`src/rtl/mips_pkg.sv`:
```
// mips_pkg: shared load/writeback encodings, W-stage register layout and reset PC
package mips_pkg;
  typedef enum logic [2:0] {LD_NONE = 3'd0, LW = 3'd1, LB = 3'd2, LBU = 3'd3, LH = 3'd4, LHU = 3'd5} ld_op_t;
  typedef enum logic [1:0] {WB_ALU = 2'd0, WB_MEM = 2'd1, WB_LINK = 2'd2, WB_RSVD = 2'd3} wb_sel_t;
  localparam logic [31:0] PC_RESET_DEFAULT = 32'h0000_3000;
  typedef struct packed {
    logic        valid;
    logic [31:0] pc;
    logic [31:0] alu;
    logic [31:0] dr;
    ld_op_t      ld_op;
    wb_sel_t     wb_sel;
    logic [4:0]  rd;
    logic        reg_we;
  } w_regs_t;
endpackage

```
`src/rtl/load_extend.sv`:
```
// load_extend: byte/halfword lane select with sign/zero extension and misalignment detect
// ports: dr (aligned memory word), off (byte offset), ld_op (load kind) -> data, misaligned
module load_extend
  import mips_pkg::*;
(
  input  logic [31:0] dr,
  input  logic [1:0]  off,
  input  ld_op_t      ld_op,
  output logic [31:0] data,
  output logic        misaligned
);
  logic [7:0]  b;
  logic [15:0] h;
  always_comb begin
    b = dr[{off, 3'b000} +: 8];
    h = off[1] ? dr[31:16] : dr[15:0];
    data = (ld_op == LB)  ? {{24{b[7]}}, b} :
           (ld_op == LBU) ? {24'b0, b} :
           (ld_op == LH)  ? {{16{h[15]}}, h} :
           (ld_op == LHU) ? {16'b0, h} : dr;
    misaligned = ((ld_op == LW) && (off != 2'b00)) || (((ld_op == LH) || (ld_op == LHU)) && off[0]);
  end
endmodule

```
`src/rtl/mem_wb_stage.sv`:
```
// mem_wb_stage: MEM->WB pipeline register plus writeback mux, GRF write port and W forwarding bus
// in : clk, reset (sync high), stall, flush, m_valid/m_pc/m_alu/m_dr/m_ld_op/m_wb_sel/m_rd/m_reg_we
// out: w_valid, w_pc, w_rd, w_reg_we, w_wdata, w_adel, w_badaddr
// WB_TRACE_EN: when defined, prints each GRF write in simulation
module mem_wb_stage
  import mips_pkg::*;
#(
  parameter logic [31:0] PC_RESET = PC_RESET_DEFAULT
) (
  input  logic        clk,
  input  logic        reset,
  input  logic        stall,
  input  logic        flush,
  input  logic        m_valid,
  input  logic [31:0] m_pc,
  input  logic [31:0] m_alu,
  input  logic [31:0] m_dr,
  input  logic [2:0]  m_ld_op,
  input  logic [1:0]  m_wb_sel,
  input  logic [4:0]  m_rd,
  input  logic        m_reg_we,
  output logic        w_valid,
  output logic [31:0] w_pc,
  output logic [4:0]  w_rd,
  output logic        w_reg_we,
  output logic [31:0] w_wdata,
  output logic        w_adel,
  output logic [31:0] w_badaddr
);
  localparam w_regs_t W_BUBBLE = '{valid: 1'b0, pc: PC_RESET, alu: 32'h0, dr: 32'h0,
                                   ld_op: LD_NONE, wb_sel: WB_ALU, rd: 5'd0, reg_we: 1'b0};
  w_regs_t     w_d, w_q;
  logic [31:0] ld_data;
  logic        ld_mis;
  always_comb begin
    w_d = flush ? W_BUBBLE :
          stall ? w_q :
          '{valid: m_valid, pc: m_pc, alu: m_alu, dr: m_dr, ld_op: ld_op_t'(m_ld_op),
            wb_sel: wb_sel_t'(m_wb_sel), rd: m_rd, reg_we: m_reg_we};
  end
  always_ff @(posedge clk) begin
    if (reset) w_q <= W_BUBBLE;
    else       w_q <= w_d;
  end
  load_extend u_load_extend (
    .dr        (w_q.dr),
    .off       (w_q.alu[1:0]),
    .ld_op     (w_q.ld_op),
    .data      (ld_data),
    .misaligned(ld_mis)
  );
  always_comb begin
    w_valid   = w_q.valid;
    w_pc      = w_q.pc;
    w_rd      = w_q.rd;
    w_adel    = ld_mis;
    w_badaddr = ld_mis ? w_q.alu : 32'h0;
    w_wdata   = (w_q.wb_sel == WB_ALU)  ? w_q.alu :
                (w_q.wb_sel == WB_MEM)  ? ld_data :
                (w_q.wb_sel == WB_LINK) ? w_q.pc + 32'd8 : 32'h0;
    w_reg_we  = w_q.valid & w_q.reg_we & (w_q.rd != 5'd0) & ~ld_mis;
  end
`ifdef WB_TRACE_EN
  always @(posedge clk) begin
    if (!reset && w_reg_we) $display("%d@%h: $%d <= %h", $time, w_pc, w_rd, w_wdata);
  end
`else
`endif
endmodule

```
`config.mk`:
```
export PLATFORM = sky130hd
export DESIGN_NAME = mem_wb_stage
export DESIGN_NICKNAME = d
export VERILOG_FILES = /design/src/rtl/mips_pkg.sv /design/src/rtl/load_extend.sv /design/src/rtl/mem_wb_stage.sv
export SDC_FILE = /design/constraint.sdc
export NUM_CORES = 1
export LEC_CHECK = 0
export CAP_MARGIN = 10
export CORE_AREA = 2 2 120 122
export CTS_BUF_LIST = sky130_fd_sc_hd__clkbuf_16
export DETAILED_ROUTE_END_ITERATION = 12
export DIE_AREA = 0 0 122 124
export GPL_TIMING_DRIVEN = 0
export PLACE_DENSITY_LB_ADDON = 0.1
export SYNTH_ARGS = -nofsm -noshare
export SYNTH_HDL_FRONTEND = slang
export SYNTH_SLANG_ARGS = --single-unit
export TNS_END_PERCENT = 100
```
`constraint.sdc`:
```
create_clock -name clk -period 2.42 [get_ports clk]
set_clock_uncertainty 0.1 [all_clocks]
set_input_delay 0.363 -clock clk [delete_from_list [all_inputs] [get_ports clk]]
set_output_delay 0.363 -clock clk [all_outputs]
set_load 0.01 [all_outputs]
```
==> results.md <==
- IO Pins: ~220
- Sequential power share: 0.425
- CP arrival: 2.19 ns
- Synthesized cell area: about 6300 um2
- Syn Inst Count: 727
- Outcome: finished, violations left
- WL final: 23700 um
- Maximum clock path buffer count: 2
- Max Slew Vio Count: 0
- GP Congestion: between 0.9 and 1
- Post-DP Area: just under 9000 um2
- Die height: about 120 um
- Hold Fails Final Rpt: 0
- Total GRT Usage: 0.309
- Floorplan row count: 43
- Slew headroom: 0.424
- Post-route minimum period: between 2 and 3 ns
- Maximum vdd ir drop: ~0.33 mV
- Post-route ant nets: 0
- Syn Area/Cell: around 8.6 um2
- Yosys reg bits: roughly 110
- Root Buffer: clkbuf_16
- Crit path max fanout: 7
- Post-detail-place hpwl: 16700 um
- Leakage power: around 4.1 nW
- Post-synth EDFFs: 0
- Reg area: approximately 2200 um2
- Setup Crit Path Kind: reg2out
- Pre-CTS WS: -0.813 ns
- Hold Crit Class: reg2reg
- Most common flop cell mapped by yosys: dfxtp_1
- Fin crit share: 1.10
- Final worst slack: -0.232 ns
- Vias per std cell: around 5.5
- Failing checks: setup timing
- Vias after detailed routing: about 6600
- Diode count: 0
- Vias in the first global route: between 6000 and 7000
- Setup violations, final: 32
- Worst Max-Slew Pin Slew: between 0.8 and 0.9 ns
- Netlist cell types: between 40 and 50
- Worst endpoint required time: 1.96 ns
- CTS Sinks: between 100 and 150
- Clk_lat worst skew: around 0.36 ns
- Syn_nets: 840
- Pre-antenna DRT Iters: 5
- DR iter-0 viols: between 400 and 500
- Max-cap check violation count: 0
- Core footprint: between 10000 and 15000 um2
- Hold Path Depth: 2
- Setup TNS: -4.63 ns
- P_sw: 0.00118 W
- Num CTS Buffers: 9
- Ys async rst share: 0
- R2R cell count: 3
- Largest net degree at the start of global routing: 19
- Share of cells above drive strength 1: 0.310
- Register area share after synthesis: 0.344
- CTS Hold Bufs: 0
- Clock power frac: 0.382
- Multi-input gate area in the final layout: 4120 um2
- Initial Util: 0.458
- Die X: roughly 120 um
- Power consumption: approximately 0.0045 W
- Layout area overhead: 57.0%
- CTS tree: built
- Internal power: approximately 0.0033 W
- First-pass GRT wire length: about 35000 um
- Die area: between 15000 and 20000 um2
- Crit. End Element: primary output
- Nets: ~1100
- Crit start category: flip-flop
- Final routed DRC violation total: 0
- Logic pwr share: 0.193
- Sw Share: 0.262
- Max Freq: around 380 MHz
- PD cells: roughly 460 nW/um2
- CTS clk-pin slew, worst paths: 0.07 ns
- DR WL/cell: roughly 20 um
- Final Util: 0.719
- Final instance area: between 9000 and 10000 um2
- Congestion Overflow GR: 0
- Synth warn: 0
- Layout fillers: around 1100
- Initial antenna violation count: 0
- RSZ-0062 raised after global routing: yes
- # port buffers: around 210
- CTS H-Tree Depth: 3
through the flow:
| step | hold WS [ns] | instances |
|---|---|---|
| after floorplan | 0.360 | 727 |
| after global routing | 0.465 | 1188 |
| after detailed placement | 0.417 | 1121 |
| after CTS | 0.432 | 1174 |
| after global placement | 0.387 | 1121 |
| final | 0.431 | 1188 |
final timing paths:
path | startpoint | end | slack, ns
worst max-delay path | w_q[43] | w_wdata[23] | -0.23
worst min-delay path | w_q[69] | w_q[69] | 0.43
worst max register to register | w_q[7] | w_q[7] | 0.90
worst min register to register | w_q[69] | w_q[69] | 0.43
logic make-up (layout without fill, tap and decap cells):
family | Yosys count | after routing | synth area share
DFF | 108 | 108 | 0.344
AOI/OAI and AO/OA | 91 | 91 | 0.116
xor gates and xnor gates | 27 | 27 | 0.0376
and+or+nand+nor | 276 | 276 | 0.199
adders and majority gates | 1 | 1 | 0.00199
buffers and inverters | 99 | 380 | 0.0859
muxes | 125 | 125 | 0.215
critical path: stages (launching register included):
cell	delay, ns
dfxtp_4	0.40
mux4_2	0.57
nand3_4	0.12
and2_4	0.21
buf_6	0.13
o21a_1	0.15
o32ai_2	0.08
buf_2	0.18
cell usage after synthesis, drive strengths merged (10+ instances only):
library cell    n  area, um2
dfxtp         108       2160
xnor2          19        166
nand2          18       67.6
buf            60        392
mux2i         117       1170
clkbuf         32        121
nand4          10       62.6
and2           37        231
a21oi          10       50.1
and3           10       62.6
o32ai          17        224
nor2          168        631
o21a           15        113
o22ai          16        100
nand3          11       55.1
state kept, by name, indices dropped and copies added (netlist names):
register and cells:
w_pc 32, w_valid 1, w_q 70, w_rd 5
per-layer routing:
metal	GRT usage	vias up	wire length, um
met5	0	-	0
met4	0.126	0	793
met3	0.0797	56	1850
met2	0.550	297	12000
met1	0.355	3175	9140
li1	-	3040	-
final cells by class:
| type | instances | share of cell area |
|---|---|---|
| multi-input cells | 520 | 0.417 |
| well taps | 180 | 0.0228 |
| plain buffers | 86 | 0.0597 |
| inverters | 7 | 0.00279 |
| clock buffers | 9 | 0.0228 |
| repair buffers | 271 | 0.237 |
| clock inverters | 7 | 0.0122 |
| flip-flops and latches | 108 | 0.226 |
power groups by stage:
stage | sequential, W | clock, W | combinational [W]
floorplan | 0.00192 | 0 | 0.000400
finish | 0.00192 | 0.00172 | 0.000872
global route | 0.00192 | 0.00181 | 0.000927
global placement | 0.00195 | 0 | 0.000778
detailed placement | 0.00195 | 0 | 0.000784
CTS | 0.00192 | 0.00174 | 0.000845
placed cells by master (no fill, tap or decap), drive strengths merged, types with 10 or more instances in the layout:
cell | Yosys | final
o21a | 15 | 15
clkbuf | 32 | 59
mux2i | 117 | 117
a21oi | 10 | 10
nor2 | 168 | 168
and2 | 37 | 37
nand3 | 11 | 11
dfxtp | 108 | 108
buf | 60 | 151
nand4 | 10 | 10
nand2 | 18 | 18
o32ai | 17 | 17
and3 | 10 | 10
clkdlybuf4s50 | 0 | 148
xnor2 | 19 | 19
o22ai | 16 | 16
repair_timing:
action / 4_1_cts / 5_1_grt
gates resized for setup: 348 / 92
pin swaps: 48 / 26
setup endpoints to repair: 66 / 73
setup buffers: 37 / 19
gates cloned: 3 / 0
Note: power is estimated with default switching activity, not from simulation.
